File: config.mk
export PLATFORM = sky130hd
export DESIGN_NAME = clarke_pipe
export DESIGN_NICKNAME = d
export VERILOG_FILES = /design/src/rtl/clarke_pipe.sv
export SDC_FILE = /design/constraint.sdc
export NUM_CORES = 1
export LEC_CHECK = 0
export BUFFER_PORTS_ARGS = -buffer_cell sky130_fd_sc_hd__buf_4
export CAP_MARGIN = 20
export CORE_ASPECT_RATIO = 0.7
export CORE_MARGIN = 5
export CORE_UTILIZATION = 28
export CTS_BUF_LIST = sky130_fd_sc_hd__clkbuf_4 sky130_fd_sc_hd__clkbuf_8
export DETAILED_ROUTE_END_ITERATION = 12
export PLACE_DENSITY = 0.45
export SYNTH_ARGS = -nofsm -noshare
export SYNTH_HDL_FRONTEND = slang
export SYNTH_SLANG_ARGS = --single-unit
File: constraint.sdc
create_clock -name clk -period 6.3 [get_ports clk]
set_input_delay 1.26 -clock clk [delete_from_list [all_inputs] [get_ports clk]]
set_output_delay 1.26 -clock clk [all_outputs]
set_load 0.02 [all_outputs]
File: src/rtl/clarke_pipe.sv
// Pipelined Clarke transform (abc -> alpha/beta) with valid/ready flow control,
// per-sample 2/3-phase mode, round-half-up, output saturation and sticky overflow flag.
module clarke_pipe #(
    parameter int DW   = 16,
    parameter int FRAC = 15
) (
    input  logic          clk,
    input  logic          rst_n,
    input  logic          in_valid,
    output logic          in_ready,
    input  logic          mode_2ph,
    input  logic [DW-1:0] ia,
    input  logic [DW-1:0] ib,
    input  logic [DW-1:0] ic,
    output logic          out_valid,
    input  logic          out_ready,
    output logic [DW-1:0] alpha,
    output logic [DW-1:0] beta,
    input  logic          sat_clr,
    output logic          sat_flag
);

    // round(2^frac / 3)
    function automatic int k3_calc(input int frac);
        longint p;
        p = longint'(1) << frac;
        return int'((p + 64'sd1) / 64'sd3);
    endfunction

    // round(2^frac / sqrt3): largest k with 3*(2k-1)^2 <= 4^(frac+1), found bit by bit
    function automatic int ks_calc(input int frac);
        longint lim;
        longint k;
        longint t;
        lim = longint'(1) << (2 * frac + 2);
        k   = 0;
        for (int b = frac; b >= 0; b--) begin
            t = k | (longint'(1) << b);
            if (64'sd3 * (64'sd2 * t - 64'sd1) * (64'sd2 * t - 64'sd1) <= lim) begin
                k = t;
            end
        end
        return int'(k);
    endfunction

    localparam int SW = DW + 2;
    localparam int KW = FRAC + 2;
    localparam int PW = SW + KW;
    localparam int K3 = k3_calc(FRAC);
    localparam int KS = ks_calc(FRAC);

    localparam logic signed [PW-1:0] K3_P  = PW'(K3);
    localparam logic signed [PW-1:0] KS_P  = PW'(KS);
    localparam logic signed [PW-1:0] HALF  = PW'(longint'(1) << (FRAC - 1));
    localparam logic signed [PW-1:0] MAX_P = PW'((longint'(1) << (DW - 1)) - 1);
    localparam logic signed [PW-1:0] MIN_P = PW'(-(longint'(1) << (DW - 1)));
    localparam logic [DW-1:0]        MAX_D = {1'b0, {(DW-1){1'b1}}};
    localparam logic [DW-1:0]        MIN_D = {1'b1, {(DW-1){1'b0}}};

    // Returns {clamped, value}; the shift on the biased product is arithmetic.
    function automatic logic [DW:0] round_sat(input logic signed [PW-1:0] p);
        logic signed [PW-1:0] biased;
        logic signed [PW-1:0] shifted;
        logic [DW:0]          res;
        biased  = p + HALF;
        shifted = biased >>> FRAC;
        if (shifted > MAX_P) begin
            res = {1'b1, MAX_D};
        end else if (shifted < MIN_P) begin
            res = {1'b1, MIN_D};
        end else begin
            res = {1'b0, shifted[DW-1:0]};
        end
        return res;
    endfunction

    logic                 en;
    logic                 v1_q, v1_d;
    logic                 v2_q, v2_d;
    logic                 ov_q, ov_d;
    logic signed [SW-1:0] sa_q, sa_d, sb_q, sb_d;
    logic signed [PW-1:0] pa_q, pa_d, pb_q, pb_d;
    logic [DW-1:0]        alpha_q, alpha_d, beta_q, beta_d;
    logic                 sat_q, sat_d;
    logic                 sat_set;

    logic signed [SW-1:0] a_x, b_x, c_x;
    logic signed [SW-1:0] sa_c, sb_c;
    logic signed [PW-1:0] sa_ext, sb_ext;
    logic signed [PW-1:0] pa_c, pb_c;
    logic [DW:0]          ra, rb;

    assign en        = !ov_q || out_ready;
    assign in_ready  = en;
    assign out_valid = ov_q;
    assign alpha     = alpha_q;
    assign beta      = beta_q;
    assign sat_flag  = sat_q;

    // Two guard bits make every S1 sum exact.
    always_comb begin
        a_x = {{2{ia[DW-1]}}, ia};
        b_x = {{2{ib[DW-1]}}, ib};
        c_x = {{2{ic[DW-1]}}, ic};
        if (mode_2ph) begin
            sa_c = a_x + a_x + a_x;
            sb_c = a_x + b_x + b_x;
        end else begin
            sa_c = a_x + a_x - b_x - c_x;
            sb_c = b_x - c_x;
        end
    end

    always_comb begin
        sa_ext = {{KW{sa_q[SW-1]}}, sa_q};
        sb_ext = {{KW{sb_q[SW-1]}}, sb_q};
        pa_c   = sa_ext * K3_P;
        pb_c   = sb_ext * KS_P;
        ra     = round_sat(pa_q);
        rb     = round_sat(pb_q);
    end

    // A stalled pipeline holds everything; data registers only load behind valid data.
    always_comb begin
        v1_d    = v1_q;
        v2_d    = v2_q;
        ov_d    = ov_q;
        sa_d    = sa_q;
        sb_d    = sb_q;
        pa_d    = pa_q;
        pb_d    = pb_q;
        alpha_d = alpha_q;
        beta_d  = beta_q;
        sat_set = 1'b0;
        if (en) begin
            v1_d = in_valid;
            v2_d = v1_q;
            ov_d = v2_q;
            if (in_valid) begin
                sa_d = sa_c;
                sb_d = sb_c;
            end
            if (v1_q) begin
                pa_d = pa_c;
                pb_d = pb_c;
            end
            if (v2_q) begin
                alpha_d = ra[DW-1:0];
                beta_d  = rb[DW-1:0];
                sat_set = ra[DW] | rb[DW];
            end
        end
        if (sat_set) begin
            sat_d = 1'b1;
        end else if (sat_clr) begin
            sat_d = 1'b0;
        end else begin
            sat_d = sat_q;
        end
    end

    always_ff @(posedge clk or negedge rst_n) begin
        if (!rst_n) begin
            v1_q    <= 1'b0;
            v2_q    <= 1'b0;
            ov_q    <= 1'b0;
            sa_q    <= '0;
            sb_q    <= '0;
            pa_q    <= '0;
            pb_q    <= '0;
            alpha_q <= '0;
            beta_q  <= '0;
            sat_q   <= 1'b0;
        end else begin
            v1_q    <= v1_d;
            v2_q    <= v2_d;
            ov_q    <= ov_d;
            sa_q    <= sa_d;
            sb_q    <= sb_d;
            pa_q    <= pa_d;
            pb_q    <= pb_d;
            alpha_q <= alpha_d;
            beta_q  <= beta_d;
            sat_q   <= sat_d;
        end
    end

endmodule

==> flow_metrics.env <==
export IMPL_outcome="complete, no violations"
export IMPL_busiest_layer="met1"
export IMPL_synth_xor_area_share_pct=6.94
export IMPL_mostFrequentLayoutCell="inv_1"
export IMPL_drt_iter0_markers=752
export IMPL_fin_skew_ps=17.6
export IMPL_placedCellCount=3092
export IMPL_post_drt_wl_per_cell_um=16.2
export IMPL_ant_nets=0
export IMPL_crit_top_cell="fa_1"
export IMPL_met2_usage_pct=17.3
export IMPL_hold_buffers=0
export IMPL_synthAdderAreaFrac_pct=45.4
export IMPL_fp_row_count=80
export IMPL_fin_cells=3109
export IMPL_vias=14000
export IMPL_hold_end="alpha[0]"
export IMPL_first_global_vias=14300
export IMPL_required_ps=6580
export IMPL_grt_pass1_wl_um=81700
export IMPL_cts_setup_buffers=0
export IMPL_die_width_um=325
export IMPL_drv_cap=0
export IMPL_arrival_ps=6140
export IMPL_min_from="alpha[0]"
export IMPL_clk_latency_ps=420
export IMPL_drive_above_1_share_pct=7.52
export IMPL_rsz0062_at_grt="no"
export IMPL_viasPerCell=4.51
export IMPL_critPathBufInv=4
export IMPL_worst_r2r_path_depth=19
export IMPL_ys_flop_type="dfrtp_1"
export IMPL_crit_path_start="sb_q[9]"
export IMPL_end_kind="register"
export IMPL_fin_tns_setup_ps=0
export IMPL_path_class="reg -> reg"
export IMPL_synth_compound_area_share_pct=13.9
export IMPL_start_util_pct=28.4
export IMPL_reg2reg_slack_ps=440
export IMPL_syn_area_mm2=0.0194
export IMPL_crit_cells=19
export IMPL_cts_tree="done"
export IMPL_synth_mux_area_share_pct=0.785
export IMPL_cp_slowest_cell="fa_1"
export IMPL_setup_viol=0
export IMPL_worstPathCellList="ha_1 -> inv_1 -> fa_1 -> inv_1 -> fa_1 -> fa_1 -> fa_1 -> inv_1 -> fa_1 -> inv_1 -> ha_1 -> a21o_1 -> a21o_1 -> a21oi_1 -> o211ai_1 -> a31o_2 -> a31o_2 -> mux2i_1 -> o311ai_1"
export IMPL_synth_distinct_cells=79
export IMPL_syn_num_nets=2755
export IMPL_report_final_slew_viol_count=0
export IMPL_cts_buffers=9
export IMPL_fill_cells=7213
export IMPL_min_path_cells=2
export IMPL_critPathMaxStageDelay_ps=550
export IMPL_hpwl_um=43800
export IMPL_clockRootBuffer="clkbuf_8"
export IMPL_gp_congestion=0.897
export IMPL_synth_avg_cell_area_um2=9.14
export IMPL_core_mm2=0.0685
export IMPL_met1_usage_pct=23.3
export IMPL_drt_pass1_iterations=5
export IMPL_postLayoutCellArea_mm2=0.0214
export IMPL_r2r_start="sb_q[9]"
export IMPL_port_buffers=88
export IMPL_tightest_slew_ps=1030
export IMPL_synth_top_family_by_area="adder cells"
export IMPL_ctsResizeCount=0
export IMPL_grt_max_degree=82
export IMPL_critical_path_top_delay_family="adder cells"
export IMPL_period_needed_ps=5860
export IMPL_drc=0
export IMPL_fmax_ghz=0.171
export IMPL_clk_path_buf_depth=2
export IMPL_regToRegEndpoint="pb_q[28]"
export IMPL_fin_crit_sh_pct=93.0
export IMPL_hold_path_class="reg -> reg"
export IMPL_routed_wl_um=50200
export IMPL_syn_inst=2129
export IMPL_postPlaceCellArea_mm2=0.0212
export IMPL_area_delta_synth_final_pct=9.87
export IMPL_track_usage_pct=13.5
export IMPL_ys_warn_count=0
export IMPL_cts_max_level=3
export IMPL_grt_overflow=0
export IMPL_hold_viol=0
export IMPL_ys_async_sr_fraction_pct=100
export IMPL_grt_use_met3_pct=2.75
export IMPL_seq_area_frac_synth_pct=14.2
export IMPL_synth_edf_count=0
export IMPL_yosys_area_share_simple_pct=9.33
export IMPL_path_clk_slew_ps=130
export IMPL_dieArea_mm2=0.0749
export IMPL_most_common_layout_cells="446 x inv_1, 348 x ha_1, 224 x fa_1, 150 x nand2_1, 110 x dfrtp_1"
export IMPL_io_pin_count=89
export IMPL_antenna_found_initial=1
export IMPL_die_h_um=231
export IMPL_finalNetCount=2827
export IMPL_start_kind="register"
export IMPL_crit_fanout=7
export IMPL_synth_seq_cells=110
export IMPL_cts_num_sinks=110
export IMPL_fin_util_pct=31.2
export IMPL_max_slew_margin_pct=31.0
## final cells by class
class | instances | area [um2] | area share (%)
Clock buffer | 10 | 131 | 0.615
Tap cell | 902 | 1130 | 5.28
Sequential cell | 110 | 2750 | 12.9
Timing Repair Buffer | 101 | 758 | 3.55
Inverter | 446 | 1670 | 7.83
Clock inverter | 6 | 62.6 | 0.293
Multi-Input combinational cell | 1533 | 14900 | 69.5
Antenna cell | 1 | 2.50 | 0.0117
## registers in the layout (all words and copies together) (netlist names), 16 cells and up
name,count
pb_q,20
beta,16
sa_q,17
pa_q,19
alpha,16
sb_q,18
## worst max path at each step
stage | end | slack, ps
floorplan | pb_q[32] | 820
global placement | pb_q[24] | 530
detailed placement | pb_q[24] | 460
CTS | pb_q[24] | 440
global route | pb_q[24] | 120
finish | pb_q[28] | 440
## synth_stat cells, types with 15 or more instances
cell / number / area [um2]
nand2_1: 152 / 571
fa_1: 224 / 4480
clkbuf_1: 34 / 128
inv_1: 446 / 1670
o21ai_0: 95 / 475
o31ai_1: 15 / 113
xnor2_1: 85 / 744
o21ai_1: 28 / 140
a21o_1: 33 / 248
o21a_1: 26 / 195
nor2_1: 74 / 278
and2_1: 17 / 106
nand3_1: 27 / 135
dfrtp_1: 110 / 2750
xor2_1: 69 / 604
nand4_1: 17 / 106
a21oi_1: 86 / 430
o211ai_1: 23 / 173
o21bai_1: 15 / 113
nor3_1: 18 / 90.1
ha_1: 348 / 4350
## kinds of logic after synthesis
family	after synthesis
AO/OA/AOI/OAI	415
XOR/XNOR	154
adder cells (fa/ha/maj)	572
buffers and inverters	486
flip-flops	110
multiplexers	15
AND/OR/NAND/NOR	377
## routing by layer
layer  routed length (um)  up-vias  part of all wire (%)
li1                     -     7134                     -
met1                29700     6624                    59
met2                17600      264                    35
met3                 2890        8                   5.8
met4                  121        0                  0.24
met5                    0        -                     0
## worst register-to-register path, stage by stage (launching register included)
cell and delay (ps):
dfrtp_1 490, ha_1 370, inv_1 90, fa_1 540, inv_1 60, fa_1 520, fa_1 440, fa_1 550
inv_1 60, fa_1 530, inv_1 50, ha_1 390, a21o_1 200, a21o_1 190, a21oi_1 260, o211ai_1 140
a31o_2 310, a31o_2 300, mux2i_1 150, o311ai_1 120
## metrics by stage
| step | setup slack, ps | hold WS [ps] |
|---|---|---|
| detailed placement | 459 | 477 |
| CTS | 438 | 508 |
| floorplan | 818 | 450 |
| global route | 121 | 522 |
| global placement | 530 | 468 |
| finish | 441 | 501 |
Power is not shown: default switching activity piles up to over one toggle a cycle in this logic, so the estimate is an artifact.
